**config.mk**
```make
export PLATFORM = sky130hd
export DESIGN_NAME = dda_move_engine
export DESIGN_NICKNAME = d
export VERILOG_FILES = /design/src/rtl/dda_move_engine.sv
export SDC_FILE = /design/constraint.sdc
export NUM_CORES = 2
export LEC_CHECK = 0
export ABC_AREA = 0
export CORE_UTILIZATION = 52
export DETAILED_ROUTE_END_ITERATION = 7
export PLACE_DENSITY = 0.68
export SLEW_MARGIN = 10
export SYNTH_ARGS = -nofsm -noshare
export SYNTH_HDL_FRONTEND = slang
export SYNTH_SLANG_ARGS = --single-unit
```
**constraint.sdc**
```tcl
create_clock -name wb_clk_i -period 13.71 [get_ports wb_clk_i]
set_input_delay 2.742 -clock wb_clk_i [delete_from_list [all_inputs] [get_ports wb_clk_i]]
set_output_delay 2.742 -clock wb_clk_i [all_outputs]
set_load 0.01 [all_outputs]
```
**src/rtl/dda_move_engine.sv**
```systemverilog
// DDA step generator: buffered moves drive per-axis accumulators whose
// increment ramps by a second-order term, emitting step/dir pulses.
module dda_move_engine #(
    parameter int NUM_AXES = 2,
    parameter int BUF_DEPTH = 4,
    parameter int ACC_W = 64,
    parameter int DIV_W = 8,
    parameter logic [ACC_W-1:0] STEP_THRESH = ACC_W'(64'h7fffffffffffff9b)
) (
    input  logic                      wb_clk_i,
    input  logic                      wb_rst_i,
    input  logic                      move_valid,
    output logic                      move_ready,
    input  logic [63:0]               move_duration,
    input  logic [NUM_AXES-1:0]       move_dir,
    input  logic [NUM_AXES*ACC_W-1:0] move_inc,
    input  logic [NUM_AXES*ACC_W-1:0] move_incinc,
    input  logic [DIV_W-1:0]          clock_divisor,
    input  logic                      halt,
    output logic [NUM_AXES-1:0]       step,
    output logic [NUM_AXES-1:0]       dir,
    output logic                      busy,
    output logic                      move_done,
    output logic [$clog2(BUF_DEPTH):0] buf_count
);
    localparam int PW = $clog2(BUF_DEPTH);
    localparam int CW = PW + 1;

    typedef enum logic [1:0] {IDLE, LOAD, RUN} state_t;

    state_t state_q, state_d;

    logic [63:0]               mem_dur  [BUF_DEPTH];
    logic [NUM_AXES-1:0]       mem_dir  [BUF_DEPTH];
    logic [NUM_AXES*ACC_W-1:0] mem_inc  [BUF_DEPTH];
    logic [NUM_AXES*ACC_W-1:0] mem_iinc [BUF_DEPTH];

    logic [PW-1:0]    wr_ptr, rd_ptr;
    logic [63:0]      remaining;
    logic [DIV_W-1:0] div_q;
    logic [ACC_W-1:0] acc_q  [NUM_AXES];
    logic [ACC_W-1:0] inc_q  [NUM_AXES];
    logic [ACC_W-1:0] iinc_q [NUM_AXES];
    logic [ACC_W-1:0] nacc   [NUM_AXES];
    logic [NUM_AXES-1:0] fire;

    logic full, push, pop, tick, last_tick, zero_dur;

    always_comb begin
        full       = buf_count == CW'(BUF_DEPTH);
        move_ready = !wb_rst_i && !halt && !full;
        push       = move_valid && move_ready;
        pop        = state_q == LOAD;
        tick       = (state_q == RUN) && (div_q == '0);
        last_tick  = tick && (remaining == 64'd1);
        zero_dur   = mem_dur[rd_ptr] == 64'd0;
        busy       = state_q != IDLE;
    end

    // A positive running sum means at least one whole step is owed.
    always_comb begin
        for (int i = 0; i < NUM_AXES; i++) begin
            nacc[i] = acc_q[i] + inc_q[i];
            fire[i] = !nacc[i][ACC_W-1] && (nacc[i] != '0);
        end
    end

    always_comb begin
        state_d = state_q;
        unique case (state_q)
            IDLE: if (buf_count != '0) state_d = LOAD;
            LOAD: state_d = zero_dur ? IDLE : RUN;
            RUN:  if (last_tick) state_d = IDLE;
            default: state_d = IDLE;
        endcase
        if (halt) state_d = IDLE;
    end

    always_ff @(posedge wb_clk_i) begin
        if (wb_rst_i) state_q <= IDLE;
        else          state_q <= state_d;
    end

    always_ff @(posedge wb_clk_i) begin
        if (push) begin
            mem_dur[wr_ptr]  <= move_duration;
            mem_dir[wr_ptr]  <= move_dir;
            mem_inc[wr_ptr]  <= move_inc;
            mem_iinc[wr_ptr] <= move_incinc;
        end
    end

    always_ff @(posedge wb_clk_i) begin
        if (wb_rst_i) begin
            wr_ptr    <= '0;
            rd_ptr    <= '0;
            buf_count <= '0;
            remaining <= '0;
            div_q     <= '0;
            dir       <= '0;
            step      <= '0;
            move_done <= 1'b0;
            for (int i = 0; i < NUM_AXES; i++) begin
                acc_q[i]  <= '0;
                inc_q[i]  <= '0;
                iinc_q[i] <= '0;
            end
        end else if (halt) begin
            wr_ptr    <= '0;
            rd_ptr    <= '0;
            buf_count <= '0;
            step      <= '0;
            move_done <= 1'b0;
            for (int i = 0; i < NUM_AXES; i++) begin
                acc_q[i] <= '0;
                inc_q[i] <= '0;
            end
        end else begin
            step      <= '0;
            move_done <= 1'b0;
            if (push) wr_ptr <= wr_ptr + 1'b1;
            if (pop)  rd_ptr <= rd_ptr + 1'b1;
            buf_count <= buf_count + CW'(push) - CW'(pop);
            if (state_q == LOAD) begin
                remaining <= mem_dur[rd_ptr];
                dir       <= mem_dir[rd_ptr];
                div_q     <= clock_divisor;
                move_done <= zero_dur;
                for (int i = 0; i < NUM_AXES; i++) begin
                    inc_q[i]  <= mem_inc[rd_ptr][i*ACC_W +: ACC_W];
                    iinc_q[i] <= mem_iinc[rd_ptr][i*ACC_W +: ACC_W];
                end
            end
            if (state_q == RUN) begin
                if (tick) begin
                    div_q     <= clock_divisor;
                    remaining <= remaining - 64'd1;
                    move_done <= last_tick;
                    step      <= fire;
                    for (int i = 0; i < NUM_AXES; i++) begin
                        inc_q[i] <= inc_q[i] + iinc_q[i];
                        acc_q[i] <= fire[i] ? nacc[i] - STEP_THRESH : nacc[i];
                    end
                end else begin
                    div_q <= div_q - 1'b1;
                end
            end
        end
    end
endmodule

```
==> flow_metrics.py <==
metrics = {
    "run_status": {
        "status": "completed",
    },
    "yosys": {
        "yosys-top-cells-area": "edfxtp_1 (59%), mux4_2 (8.5%), ha_1 (3.9%), a21oi_1 (2.2%), nand2_1 (2.1%)",
        "syn_avg_cell_area_um2": 13.4,
        "syn-cell-area_um2": 85800,
        "yosys.area.top_type_share": 0.585,
        "synth_edf_count": 1672,
        "synth_compound_area_frac": 0.107,
        "synth_fa_ha_area_frac": 0.0402,
        "yosysMostFrequentCell": "edfxtp_1",
        "synthCells": 6398,
        "ys_types": 102,
        "synth_top_family_by_area": "simple AND/OR/NAND/NOR gates",
        "synthFlopType": "edfxtp_1",
        "synthSimpleGateAreaFrac": 0.109,
        "synth_nets": 7005,
        "yosys-top-cells-count": "edfxtp_1 (1672), nand2_1 (474), nor2_1 (392), a21oi_1 (380), o21ai_0 (347)",
        "synthArstFlopShare": 0,
        "yosysWarnings": 0,
        "ys_ff_latch": 1760,
        "seq_area_frac_synth": 0.606,
        "synth_top_area_cell": "edfxtp_1",
        "synth_xor_xnor_area_share": 0.0316,
        "muxShareOfSynthArea": 0.0872,
    },
    "final_layout": {
        "finalNonFillerCells": 8977,
        "nets": 7252,
        "area_growth_pct": 13.5,
        "fillers": 12700,
        "drive_gt1_frac": 0.108,
    },
    "routing": {
        "detail_route.wl_per_cell_um": 24.4,
        "drc": 0,
        "final_antenna_net_count": 0,
        "vias": 55900,
        "first_iter_violations": 5260,
        "vias_per_cell": 6.23,
        "first_pass_iters": 6,
        "wl_um": 219000,
    },
    "power": {
        "power_switching_uw": 2920,
        "combPwrFrac": 0.097,
        "seq_power_share": 0.494,
        "power.density_nw_per_um2": 126,
        "p_int_uw": 9310,
        "swShare": 0.239,
        "irDropWorstVdd_uv": 166,
        "power.leakage_uw": 0.0337,
        "pwr-share-clk": 0.409,
    },
    "setup_path": {
        "arrival_ps": 4860,
        "crit_type": "in2out",
        "startpoint_type": "primary input",
        "r2r-start": "inc_q[0][65]$_DFFE_PP_",
        "end_kind": "output port",
        "r2r_cells": 14,
        "worstPathRequired_ps": 10970,
        "crit_fanout": 56,
        "r2r-end": "acc_q[0][114]$_SDFFCE_PN0P_",
        "rrSetupSlack_ps": 8000,
    },
    "cts": {
        "clk_path_buf_depth": 3,
        "cts_made_buffers": 179,
        "path_clk_slew_ps": 60,
        "ctsResizeCount": 0,
        "cts_hold_buf": 0,
        "cts_max_level": 4,
        "clock_latency_ps": 840,
        "cts_tree": "yes",
        "post-cts-setup-buffers": 0,
        "cts-root-buf": "clkbuf_16",
        "clock-sinks": 1760,
    },
    "place": {
        "portBuffers": 343,
        "dp_cells": 8639,
        "gp_congestion": 0.957,
        "dp_slack_ps": 6100,
        "hpwl_um": 149000,
    },
    "timing": {
        "finalHoldViolCount": 0,
        "setup_slack_ps": 6110,
        "tns_ps": 0,
        "setup_violations": 0,
        "finalMaxSlewViolations": 0,
        "maxSlewHeadroom": 0.218,
        "holdWs_ps": 489,
        "grt_setup_unrepaired": "no",
        "worstMarginPinSlew_ps": 1170,
        "fmax_mhz": 132,
        "fin_crit_ps": 7600,
        "period_share": 0.554,
        "skew_ps": 51.6,
    },
    "hold_path": {
        "hold_path_end": "state_q[1]$_SDFFE_PP0P_",
        "hp-start": "state_q[1]$_SDFFE_PP0P_",
        "holdPathStages": 2,
        "hold_class": "reg2reg",
    },
    "grt": {
        "antenna_found_initial": 11,
        "overflow": 0,
        "grt_pass1_wl_um": 334000,
        "grt_use_total": 0.260,
        "grt_pass1_vias": 55000,
        "grt_max_degree": 130,
    },
    "die": {
        "die_x_um": 408,
        "chipHeight_um": 408,
        "core_um2": 163000,
        "die-area_um2": 167000,
        "initial_core_util": 0.525,
        "num_rows": 148,
        "io_pins": 344,
    },
    "flow_run": {
        "drv_cap": 0,
    },
}
[critical path, stage by stage]
cell,delay (ps)
buf_2,100
buf_4,290
or2_2,550
a21oi_1,510
clkdlybuf4s50_1,640
[layout by cell type, fill, tap and decap left out, types with 49 or more instances in the layout]
cell,instances
edfxtp_1,1672
nor4_1,88
a21oi_1,380
clkbuf_16,181
nor2_1,390
o21bai_1,59
ha_1,267
nand3_1,147
dfxtp_1,86
or3_1,49
nand4_1,102
nor3_1,145
o21ai_0,347
a21o_1,178
xor2_1,139
xnor2_1,171
nand2_1,471
inv_1,107
clkdlybuf4s50_1,341
and3_1,176
mux4_2,322
buf_4,49
[registers in the layout (all words and copies together), names as in the netlist, named ones only]
name,flops
mem_iinc,512
mem_inc,512
mem_dur,256
acc_q,128
iinc_q,128
inc_q,128
remaining,64
div_q,8
mem_dir,8
buf_count,3
dir,2
rd_ptr,2
state_q,2
step,2
wr_ptr,2
move_done,1
[through the flow]
step	total power [µW]	util	cell area [µm²]
after global routing	12600	0.597	97400
after global placement	7300	0.559	91300
after detailed placement	7320	0.559	91300
final	12200	0.597	97400
after CTS	12300	0.597	97400
after floorplan	6900	-	85800
[per-layer routing]
metal | part of all wire | track usage | wire [µm] | up-vias
met1 | 0.44 | 0.367 | 95200 | 28100
met4 | 0.023 | 0.0687 | 5040 | 12
met3 | 0.061 | 0.0394 | 13400 | 310
met5 | 0.00033 | 0 | 73 | -
met2 | 0.48 | 0.422 | 105000 | 1857
li1 | - | - | - | 25700
[area by class of cell]
cell class,instances,area [µm²],share of cell area
flip-flops and latches,1760,52000,0.533
multi-input cells,4195,32200,0.331
clock buffers,226,4840,0.0497
repair buffers,401,3970,0.0408
well taps,2175,2720,0.0279
clock inverters,110,1290,0.0132
inverters,108,410,0.00421
diodes,2,5.00,0.0000514
[power groups by stage]
| stage | clock network (µW) | registers (µW) | logic (µW) |
|---|---|---|---|
| floorplan | 0 | 6150 | 754 |
| CTS | 5100 | 6040 | 1170 |
| global placement | 0 | 6150 | 1150 |
| finish | 5010 | 6040 | 1180 |
| detailed placement | 0 | 6160 | 1160 |
| global route | 5300 | 6050 | 1280 |
[cell families after synthesis]
family | count (synthesis)
xor+xnor | 310
fa+ha+maj | 273
buf+inv | 443
simple gates | 1851
flops | 1760
compound gates | 1416
mux | 345
[how the worst max path moves through the flow]
stage,from,endpoint,slack (ps),cells after the start
after floorplan,wb_rst_i,mem_dir[0][0]$_DFFE_PP_,1860,5
after global placement,halt,move_ready,6130,5
after detailed placement,halt,move_ready,6100,5
after CTS,halt,move_ready,6090,5
after global routing,halt,move_ready,6000,5
final,halt,move_ready,6110,5
Power figures use the tool's default switching activity.
